--- src/rtl/nwc_pkg.sv ---
// Shared definitions for the nibble word collector: FSM state encoding and width helpers.
package nwc_pkg;

    typedef enum logic [1:0] {
        IDLE    = 2'd0,
        COLLECT = 2'd1,
        FLUSH   = 2'd2,
        DONE    = 2'd3
    } nwc_state_t;

    localparam int NWC_NIB_W = 4;

    function automatic int nwc_word_w(input int nibbles);
        return NWC_NIB_W * nibbles;
    endfunction

    // The checksum accumulates whole words, so it shares the word width.
    function automatic int nwc_csum_w(input int nibbles);
        return nwc_word_w(nibbles);
    endfunction

endpackage

--- src/rtl/nwc_fifo.sv ---
// FWFT synchronous FIFO, head visible the cycle after the first push; caller must not push when
// full without a same-cycle pop, nor pop when empty. Head reads as zero while empty.
module nwc_fifo #(
    parameter int W     = 32,
    parameter int DEPTH = 4
) (
    input  logic         clk_i,
    input  logic         rst_i,
    input  logic         push_i,
    input  logic [W-1:0] push_dat_i,
    input  logic         pop_i,
    output logic [W-1:0] head_dat_o,
    output logic         full_o,
    output logic         empty_o
);

    localparam int AW = $clog2(DEPTH);

    logic [W-1:0] mem_q [DEPTH];
    logic [AW:0]  wr_ptr_q, wr_ptr_d;
    logic [AW:0]  rd_ptr_q, rd_ptr_d;

    assign wr_ptr_d = wr_ptr_q + (AW+1)'(push_i);
    assign rd_ptr_d = rd_ptr_q + (AW+1)'(pop_i);

    always_ff @(posedge clk_i) begin
        if (rst_i) begin
            wr_ptr_q <= '0;
            rd_ptr_q <= '0;
        end else begin
            wr_ptr_q <= wr_ptr_d;
            rd_ptr_q <= rd_ptr_d;
        end
    end

    always_ff @(posedge clk_i) begin
        if (push_i) begin
            mem_q[wr_ptr_q[AW-1:0]] <= push_dat_i;
        end
    end

    // The extra pointer bit distinguishes a full wrap from empty.
    assign empty_o    = (wr_ptr_q == rd_ptr_q);
    assign full_o     = (wr_ptr_q[AW] != rd_ptr_q[AW]) && (wr_ptr_q[AW-1:0] == rd_ptr_q[AW-1:0]);
    assign head_dat_o = empty_o ? '0 : mem_q[rd_ptr_q[AW-1:0]];

endmodule

--- src/rtl/nibble_word_collector.sv ---
// Packs a nibble stream into words (first nibble = LSB) into an FWFT FIFO; 1-cycle push-to-valid,
// no input backpressure (words dropped with sticky overflow when full). NWC_CHECKSUM_EN adds a running sum.
module nibble_word_collector
    import nwc_pkg::*;
#(
    parameter int  NIBBLES_PER_WORD = 8,
    parameter int  FIFO_DEPTH       = 4,
    parameter int  CNT_W            = 16,
    localparam int WORD_W           = nwc_word_w(NIBBLES_PER_WORD),
    localparam int CSUM_W           = nwc_csum_w(NIBBLES_PER_WORD)
) (
    input  logic              ap_clk,
    input  logic              ap_rst,
    input  logic [3:0]        nib_in,
    input  logic              nib_valid,
    input  logic              probe_in,
    output logic [WORD_W-1:0] word_out,
    output logic              word_valid,
    input  logic              word_ready,
    output logic [CNT_W-1:0]  word_count,
    output logic              overflow,
    output logic              done,
    output logic [CSUM_W-1:0] checksum
);

    localparam int IDX_W = (NIBBLES_PER_WORD > 1) ? $clog2(NIBBLES_PER_WORD) : 1;
    localparam logic [IDX_W-1:0] LAST_IDX = IDX_W'(NIBBLES_PER_WORD - 1);

    nwc_state_t        state_q, state_d;
    logic [IDX_W-1:0]  idx_q, idx_d;
    logic [WORD_W-1:0] pack_q, pack_d, word_nxt, push_dat;
    logic [CNT_W-1:0]  count_q, count_d;
    logic              probe_q, ovf_q, ovf_d, done_q, done_d;
    logic              probe_edge, nib_accept, word_done, flush_push, set_done;
    logic              push_req, push_ok, pop, fifo_full, fifo_empty;

    assign probe_edge = probe_in && !probe_q;

    always_ff @(posedge ap_clk) begin
        if (ap_rst) state_q <= IDLE;
        else        state_q <= state_d;
    end

    always_comb begin
        state_d = state_q;
        unique case (state_q)
            IDLE: begin
                if (probe_edge)     state_d = nib_valid ? FLUSH : DONE;
                else if (nib_valid) state_d = COLLECT;
            end
            COLLECT: if (probe_edge) state_d = FLUSH;
            FLUSH:   state_d = DONE;
            DONE:    state_d = DONE;
        endcase
    end

    always_comb begin
        nib_accept = nib_valid && ((state_q == IDLE) || (state_q == COLLECT));
        flush_push = (state_q == FLUSH) && (idx_q != '0);
        set_done   = (state_q == FLUSH) || ((state_q == IDLE) && probe_edge && !nib_valid);
    end

    always_comb begin
        word_nxt = pack_q;
        word_nxt[NWC_NIB_W*int'(idx_q) +: NWC_NIB_W] = nib_in;
        word_done = nib_accept && (idx_q == LAST_IDX);
        push_req  = word_done || flush_push;
        push_dat  = word_done ? word_nxt : pack_q;
        pop       = !fifo_empty && word_ready;
        // A same-cycle pop frees the slot a push into a full FIFO needs.
        push_ok   = push_req && (!fifo_full || pop);

        pack_d = pack_q;
        idx_d  = idx_q;
        if (word_done || (state_q == FLUSH)) begin
            pack_d = '0;
            idx_d  = '0;
        end else if (nib_accept) begin
            pack_d = word_nxt;
            idx_d  = idx_q + IDX_W'(1);
        end

        count_d = (push_ok && (count_q != '1)) ? count_q + CNT_W'(1) : count_q;
        ovf_d   = ovf_q || (push_req && !push_ok);
        done_d  = done_q || set_done;
    end

    always_ff @(posedge ap_clk) begin
        if (ap_rst) begin
            idx_q   <= '0;
            pack_q  <= '0;
            probe_q <= 1'b0;
            count_q <= '0;
            ovf_q   <= 1'b0;
            done_q  <= 1'b0;
        end else begin
            idx_q   <= idx_d;
            pack_q  <= pack_d;
            probe_q <= probe_in;
            count_q <= count_d;
            ovf_q   <= ovf_d;
            done_q  <= done_d;
        end
    end

    nwc_fifo #(
        .W     (WORD_W),
        .DEPTH (FIFO_DEPTH)
    ) u_fifo (
        .clk_i      (ap_clk),
        .rst_i      (ap_rst),
        .push_i     (push_ok),
        .push_dat_i (push_dat),
        .pop_i      (pop),
        .head_dat_o (word_out),
        .full_o     (fifo_full),
        .empty_o    (fifo_empty)
    );

    assign word_valid = !fifo_empty;
    assign word_count = count_q;
    assign overflow   = ovf_q;
    assign done       = done_q;

`ifdef NWC_CHECKSUM_EN
    logic [CSUM_W-1:0] csum_q;

    always_ff @(posedge ap_clk) begin
        if (ap_rst)       csum_q <= '0;
        else if (push_ok) csum_q <= csum_q + push_dat;
    end

    assign checksum = csum_q;
`else
    assign checksum = '0;
`endif

endmodule

--- config.mk ---
export PLATFORM = sky130hd
export DESIGN_NAME = nibble_word_collector
export DESIGN_NICKNAME = d
export VERILOG_FILES = /design/src/rtl/nwc_pkg.sv /design/src/rtl/nwc_fifo.sv /design/src/rtl/nibble_word_collector.sv
export SDC_FILE = /design/constraint.sdc
export NUM_CORES = 1
export LEC_CHECK = 0
export CAP_MARGIN = 20
export CORE_UTILIZATION = 30
export CTS_CLUSTER_SIZE = 8
export DETAILED_ROUTE_END_ITERATION = 12
export SLEW_MARGIN = 20
export SYNTH_ARGS = -nofsm -noshare
export SYNTH_HDL_FRONTEND = slang
export SYNTH_HIERARCHICAL = 1
export SYNTH_SLANG_ARGS = --single-unit
--- constraint.sdc ---
create_clock -name ap_clk -period 11 [get_ports ap_clk]
set_clock_uncertainty 0.1 [all_clocks]
set_input_delay 1.65 -clock ap_clk [delete_from_list [all_inputs] [get_ports ap_clk]]
set_output_delay 1.65 -clock ap_clk [all_outputs]
set_load 0.02 [all_outputs]
* Yosys cells after proc, flatten, opt, wreduce, memory -nomap -nowiden
Memories as Yosys holds them, arrays and structs flattened. A register that Yosys moved wholly into a read port is not among the register bits.
Index checks and enable logic that the tools add are counted.
** Storage, ports and cells
- Bits of input ports :: 9
- Logic and storage cells :: 66
- Memory bits (writable) :: 128
- Memories :: 1
- Register bits :: 62
** Memory list
- u_fifo.mem_q :: words 4, width 32, rd ports 1, clocked after memory_dff 1, write ports 1, RTL line nwc_fifo.sv:19 : logic [W-1:0] mem_q [DEPTH];
** Cells by class
- Reductions and logical operators :: 28
- Shifts and indexed selects :: 2
- Multiplexer cells :: 11
- Equality and inequality tests :: 10
- Add/subtract/negate cells :: 5
** Operators with widths (count)
- $mux W32 :: 2
- $neg A5 Y33 :: 1
- $shift A4 B33 Y32 const A :: 1
- $shiftx A4 B33 Y32 :: 1
- $bwmux W32 :: 1
- $add A16 B1 Y16 const B :: 1
- $ne A16 B16 Y1 const B :: 1
- $logic_and A1 B1 Y1 :: 11
- $mux W2 :: 4
- $logic_or A1 B1 Y1 :: 7
- $add A3 B1 Y3 :: 2
- $pmux W2 S3 :: 1
- $logic_not A1 Y1 :: 5
- $eq A2 B2 Y1 const B :: 2
- $reduce_or A2 Y1 :: 2
- $add A3 B1 Y3 const B :: 1
- $eq A3 B3 Y1 :: 1
- $eq A3 B3 Y1 const B :: 1
- $mux W1 :: 3
- $ne A3 B3 Y1 const B :: 1
- $reduce_bool A3 Y1 :: 1
- $eq A2 B1 Y1 const B :: 1
- $eq A2 B2 Y1 :: 1
- $logic_not A2 Y1 :: 1
- other kinds (3) :: 3

* Depth between registers and ports, before layout
- Depth in word-level cells :: 9
- Mapped depth :: 12
- Depth with buffers taken out :: 10

* By module
Netlist, hierarchy kept.
** By module, submodules not included
- nwc_fifo :: instances 1, cells each 238, area each 5325.1 µm², seq. area each 3963.8 µm²
- nibble_word_collector :: instances 1, cells each 374, area each 3385.7 µm², seq. area each 1121.1 µm²

* Least setup slack after synthesis
No wires, ideal clock.
- Path type :: in2reg
- Start :: in nib_valid
- End :: mem u_fifo.mem_q[0][0] (enable)
- Data required time :: 10.432 ns
- Arrival time :: 4.701 ns
- Stages :: 6
- Path slack :: 5.731 ns
- Cells stage by stage :: and3b_1 -> buf_4 -> o2bb2ai_2 -> buf_2 -> inv_1 -> nor3b_1
** Between the ends
- Cells in the longest elaborated chain, start to end :: 6
** RTL lines
- start, declared :: RTL line nibble_word_collector.sv:15 : input logic nib_valid,
- $logic_and A1 B1 Y1 :: RTL line nibble_word_collector.sv:58 : nib_accept = nib_valid && ((state_q == IDLE) || (state_q == COLLECT));
- $logic_and A1 B1 Y1 :: RTL line nibble_word_collector.sv:66 : word_done = nib_accept && (idx_q == LAST_IDX);
- $logic_or A1 B1 Y1 :: RTL line nibble_word_collector.sv:67 : push_req = word_done || flush_push;
- $logic_and A1 B1 Y1 :: RTL line nibble_word_collector.sv:71 : push_ok = push_req && (!fifo_full || pop);
- via push_ok :: RTL line nibble_word_collector.sv:35 : logic push_req, push_ok, pop, fifo_full, fifo_empty;
- $mux W1 :: RTL line nwc_fifo.sv:37 : if (push_i) begin
- $mux W1 (implied by the code) :: RTL line nwc_fifo.sv:38 : mem_q[wr_ptr_q[AW-1:0]] <= push_dat_i;
- end, declared :: RTL line nwc_fifo.sv:19
The timed path passes the listed nets, and every way through them passes these cells.

* Final worst setup path
- Start :: reg u_fifo.rd_ptr_q[1]
- End :: out word_out[23]
** Between the ends
- Cells in the longest elaborated chain, start to end :: 2
** RTL lines
- start, declared :: RTL line nwc_fifo.sv:21 : logic [AW:0] rd_ptr_q, rd_ptr_d;
- start signal, assigned :: RTL line nwc_fifo.sv:32 : rd_ptr_q <= rd_ptr_d;
- $eq A3 B3 Y1 :: RTL line nwc_fifo.sv:43 : assign empty_o = (wr_ptr_q == rd_ptr_q);
- $mux W32 :: RTL line nwc_fifo.sv:45 : assign head_dat_o = empty_o ? '0 : mem_q[rd_ptr_q[AW-1:0]];
- end, declared :: RTL line nibble_word_collector.sv:17 : output logic [WORD_W-1:0] word_out,
No other way between the ends.

==> results.yml <==
synth:
  synth-compound-area-share: 0.04898
  async_flop_share: 0
  synth_mux_area_frac: 0.1738
  synth_top_family_by_area: "multiplexers"
  synth_xor_area_frac: 0.009624
  yosys_register_bits: 190
  synth-simple-area-share: 0.1089
  yosys_warnings: 6
  synth_edf_count: 128
  netlist_area_um2: 8711
  synth.distinct_cells: 52
  yosysSeqAreaShare: 0.5837
  synth_area_per_cell_um2: 14.23
  synth_ff_type: "edfxtp_1"
  synthCells: 612
  synth_adder_area_share: 0.01436
clock_network:
  ctsHoldBuffers: 0
  cts_setup_buffers: 0
  cts_buffers: 17
  cts_tree: "done"
  clk_latency_ns: 0.43
  post_cts_resized: 0
  clock_path_buffers: 2
  clk_pin_slew_ns: 0.07
  clkSinkCount: 190
  root_buffer: "clkbuf_16"
  h-tree-depth: 4
cells_and_area:
  area_growth_syn_to_layout_pct: 16.52
  insertedDiodeCount: 0
  design_area_um2: 10150
  nets: 683
  fillers: 2739
  drive_above_1_share: 0.1893
grt:
  grt_pass1_vias: 4948
  grt_pass1_wl_um: 28610
  grt.total_usage: 0.1291
  antenna_found_initial: 0
  grt_start_max_net_pins: 38
  grt.overflow.total: 0
setup_path:
  crit_required_ns: 9.25
  cp.arrival_ns: 3.11
  startpoint: "u_fifo/rd_ptr_q[1]"
  timing.rr.start: "u_fifo/rd_ptr_q[1]"
  critPathKind: "flip-flop to primary output"
  crit_path_end_kind: "primary output"
  cp_max_fo: 34
  cp-start-kind: "flip-flop"
placed_design:
  port_buffers: 59
  post_dp_cell_area_um2: 9527
  dp_hpwl_um: 11320
  gp_congestion: 0.7518
die:
  core_area_um2: 28630
  die-area_um2: 29720
  initial_core_util: 0.3043
  die_y_um: 172.4
  die_w_um: 172.4
  rows: 62
  io_pins: 92
detailed_routing:
  vias_per_cell: 4.683
  wl_met1_um: 8457
  drtIter0Drc: 223
  dr_wl_met3_um: 390
  ant_nets: 0
  dr_wl_met2_um: 8893
  routed_wl_um: 18040
  highest_layer: "met4"
  vias: 4964
  wl_per_cell_um: 17.01
  drt-pass1-iter-count: 4
  drc_errors: 0
sta:
  finalSetupTns_ns: 0
  finalWorstPathRequiredPeriod_ns: 4.859
  setup_viol: 0
  maxSlewHeadroom: 0.2471
  grt_setup_unrepaired: "false"
  fmax_ghz: 0.2058
  tightest_slew_ns: 1.114
  drv_slew: 0
  period_share: 0.4417
  hold_violations: 0
power:
  pwr-share-seq: 0.508
  p_int_mw: 1.136
  power_frac_clock: 0.411
  p_leak_nw: 3.454
  switching_power_mw: 0.3680
  vdd_drop_max_v: 0.00007559
  power_mw: 1.504
  swShare: 0.2447
  pwr-share-comb: 0.081
  p_per_area_nw_per_um2: 148.2
hold_path:
  hp-class: "flip-flop to flip-flop"
  hp-start: "overflow"
job:
  drv_cap: 0
run_status:
  status: "complete, no violations"
==> synth_stat cells (2+ instances only) <==
cell / count / area, um2
a21oi_1: 12 / 60.06
and2_0: 2 / 12.51
and2_1: 8 / 50.05
and3_1: 3 / 18.77
and3b_1: 2 / 17.52
and4_1: 2 / 17.52
buf_12: 3 / 60.06
buf_2: 11 / 55.05
buf_4: 33 / 247.7
buf_6: 6 / 67.56
clkbuf_1: 14 / 52.55
dfxtp_1: 62 / 1241
edfxtp_1: 128 / 3844
ha_1: 10 / 125.1
inv_1: 11 / 41.29
mux2_2: 39 / 439.2
mux2i_1: 32 / 320.3
mux4_1: 2 / 52.55
mux4_2: 30 / 675.7
nand2_1: 14 / 52.55
nand2b_1: 4 / 25.02
nand3_1: 12 / 60.06
nand4_1: 6 / 37.54
nor2_1: 58 / 217.7
nor2b_1: 24 / 150.1
nor3_1: 4 / 20.02
nor4_1: 5 / 31.28
nor4_2: 3 / 37.54
nor4_4: 3 / 63.81
o21ai_0: 5 / 25.02
o31a_1: 32 / 280.3
o31ai_1: 4 / 30.03
or3_1: 2 / 12.51
or4_1: 3 / 22.52
xnor2_1: 4 / 35.03
xor2_2: 3 / 48.80
==> cell families (layout without fill, tap and decap cells) <==
group / count (synthesis) / count (layout)
xor gates and xnor gates: 7 / 7
other: 1 / 32
buffers and inverters: 78 / 111
AOI/OAI and AO/OA: 56 / 56
and+or+nand+nor: 165 / 165
adders and majority gates: 10 / 10
DFF: 190 / 190
muxes: 105 / 105
==> state kept, by name, indices dropped and copies added, names as in the netlist, 2 cells and up <==
| signal | count |
|---|---|
| u_fifo/mem_q | 128 |
| pack_q | 32 |
| word_count | 16 |
| idx_q | 3 |
| u_fifo/rd_ptr_q | 3 |
| u_fifo/wr_ptr_q | 3 |
| state_q | 2 |
==> metrics by stage <==
| stage | utilization | worst slack, ns | instances | hold WS (ns) |
|---|---|---|---|---|
| 6_report | 0.3546 | 6.141 | 1060 | 0.3443 |
| 5_1_grt | 0.3546 | 6.008 | 1060 | 0.3796 |
| 3_5_place_dp | 0.3328 | 6.531 | 1028 | 0.3386 |
| 4_1_cts | 0.3536 | 6.034 | 1059 | 0.3490 |
| 2_1_floorplan | - | 5.731 | 643 | 0.3544 |
| 3_3_place_gp | 0.3328 | 6.582 | 1028 | 0.3332 |
==> power by group through the flow <==
stage                     logic, mW  clock network [mW]  registers, mW
after floorplan              0.0978                   0          0.779
after global placement        0.123                   0          0.781
after detailed placement      0.123                   0          0.781
after CTS                     0.124               0.632          0.765
after global routing          0.133               0.660          0.765
final                         0.122               0.618          0.765
==> placed cells by master (no fill, tap or decap), drive strengths merged, types with 5 or more instances in the layout <==
master / instances
a21oi: 12
and2: 10
buf: 10
clkbuf: 17
clkdlybuf4s50: 59
conb: 32
dfxtp: 62
edfxtp: 128
ha: 10
inv: 18
mux2: 41
mux2i: 32
mux4: 32
nand2: 14
nand3: 12
nand4: 7
nor2: 58
nor2b: 24
nor3: 5
nor4: 11
o21ai: 5
o31a: 32
==> per-layer routing <==
metal,up-vias,GRT usage
met5,-,0
met4,0,0.05002
met3,18,0.01968
met2,87,0.2172
met1,2511,0.1665
li1,2348,-
==> worst paths after layout <==
check	to	slack, ns	cells after the start
max	word_out[23]	6.14	4
min	overflow	0.34	2
max reg2reg	u_fifo/mem_q[0][1]	7.02	8
min reg2reg	overflow	0.34	2
==> area by class of cell <==
type / count / area, um2 / area share
Clock buffer: 17 / 425.4 / 0.04191
Clock inverter: 14 / 170.2 / 0.01677
Inverter: 11 / 41.29 / 0.004068
Multi-Input combinational cell: 375 / 3259 / 0.3211
Sequential cell: 190 / 5087 / 0.5012
Tap cell: 384 / 480.5 / 0.04734
Timing Repair Buffer: 69 / 685.7 / 0.06755
==> worst max-delay path, cell delays in order (launching register included) <==
cell	delay [ns]
dfxtp_2	1.04
xor2_4	0.35
buf_4	0.42
o31a_1	0.23
clkdlybuf4s50_1	0.63
Power figures use the tool's default switching activity.
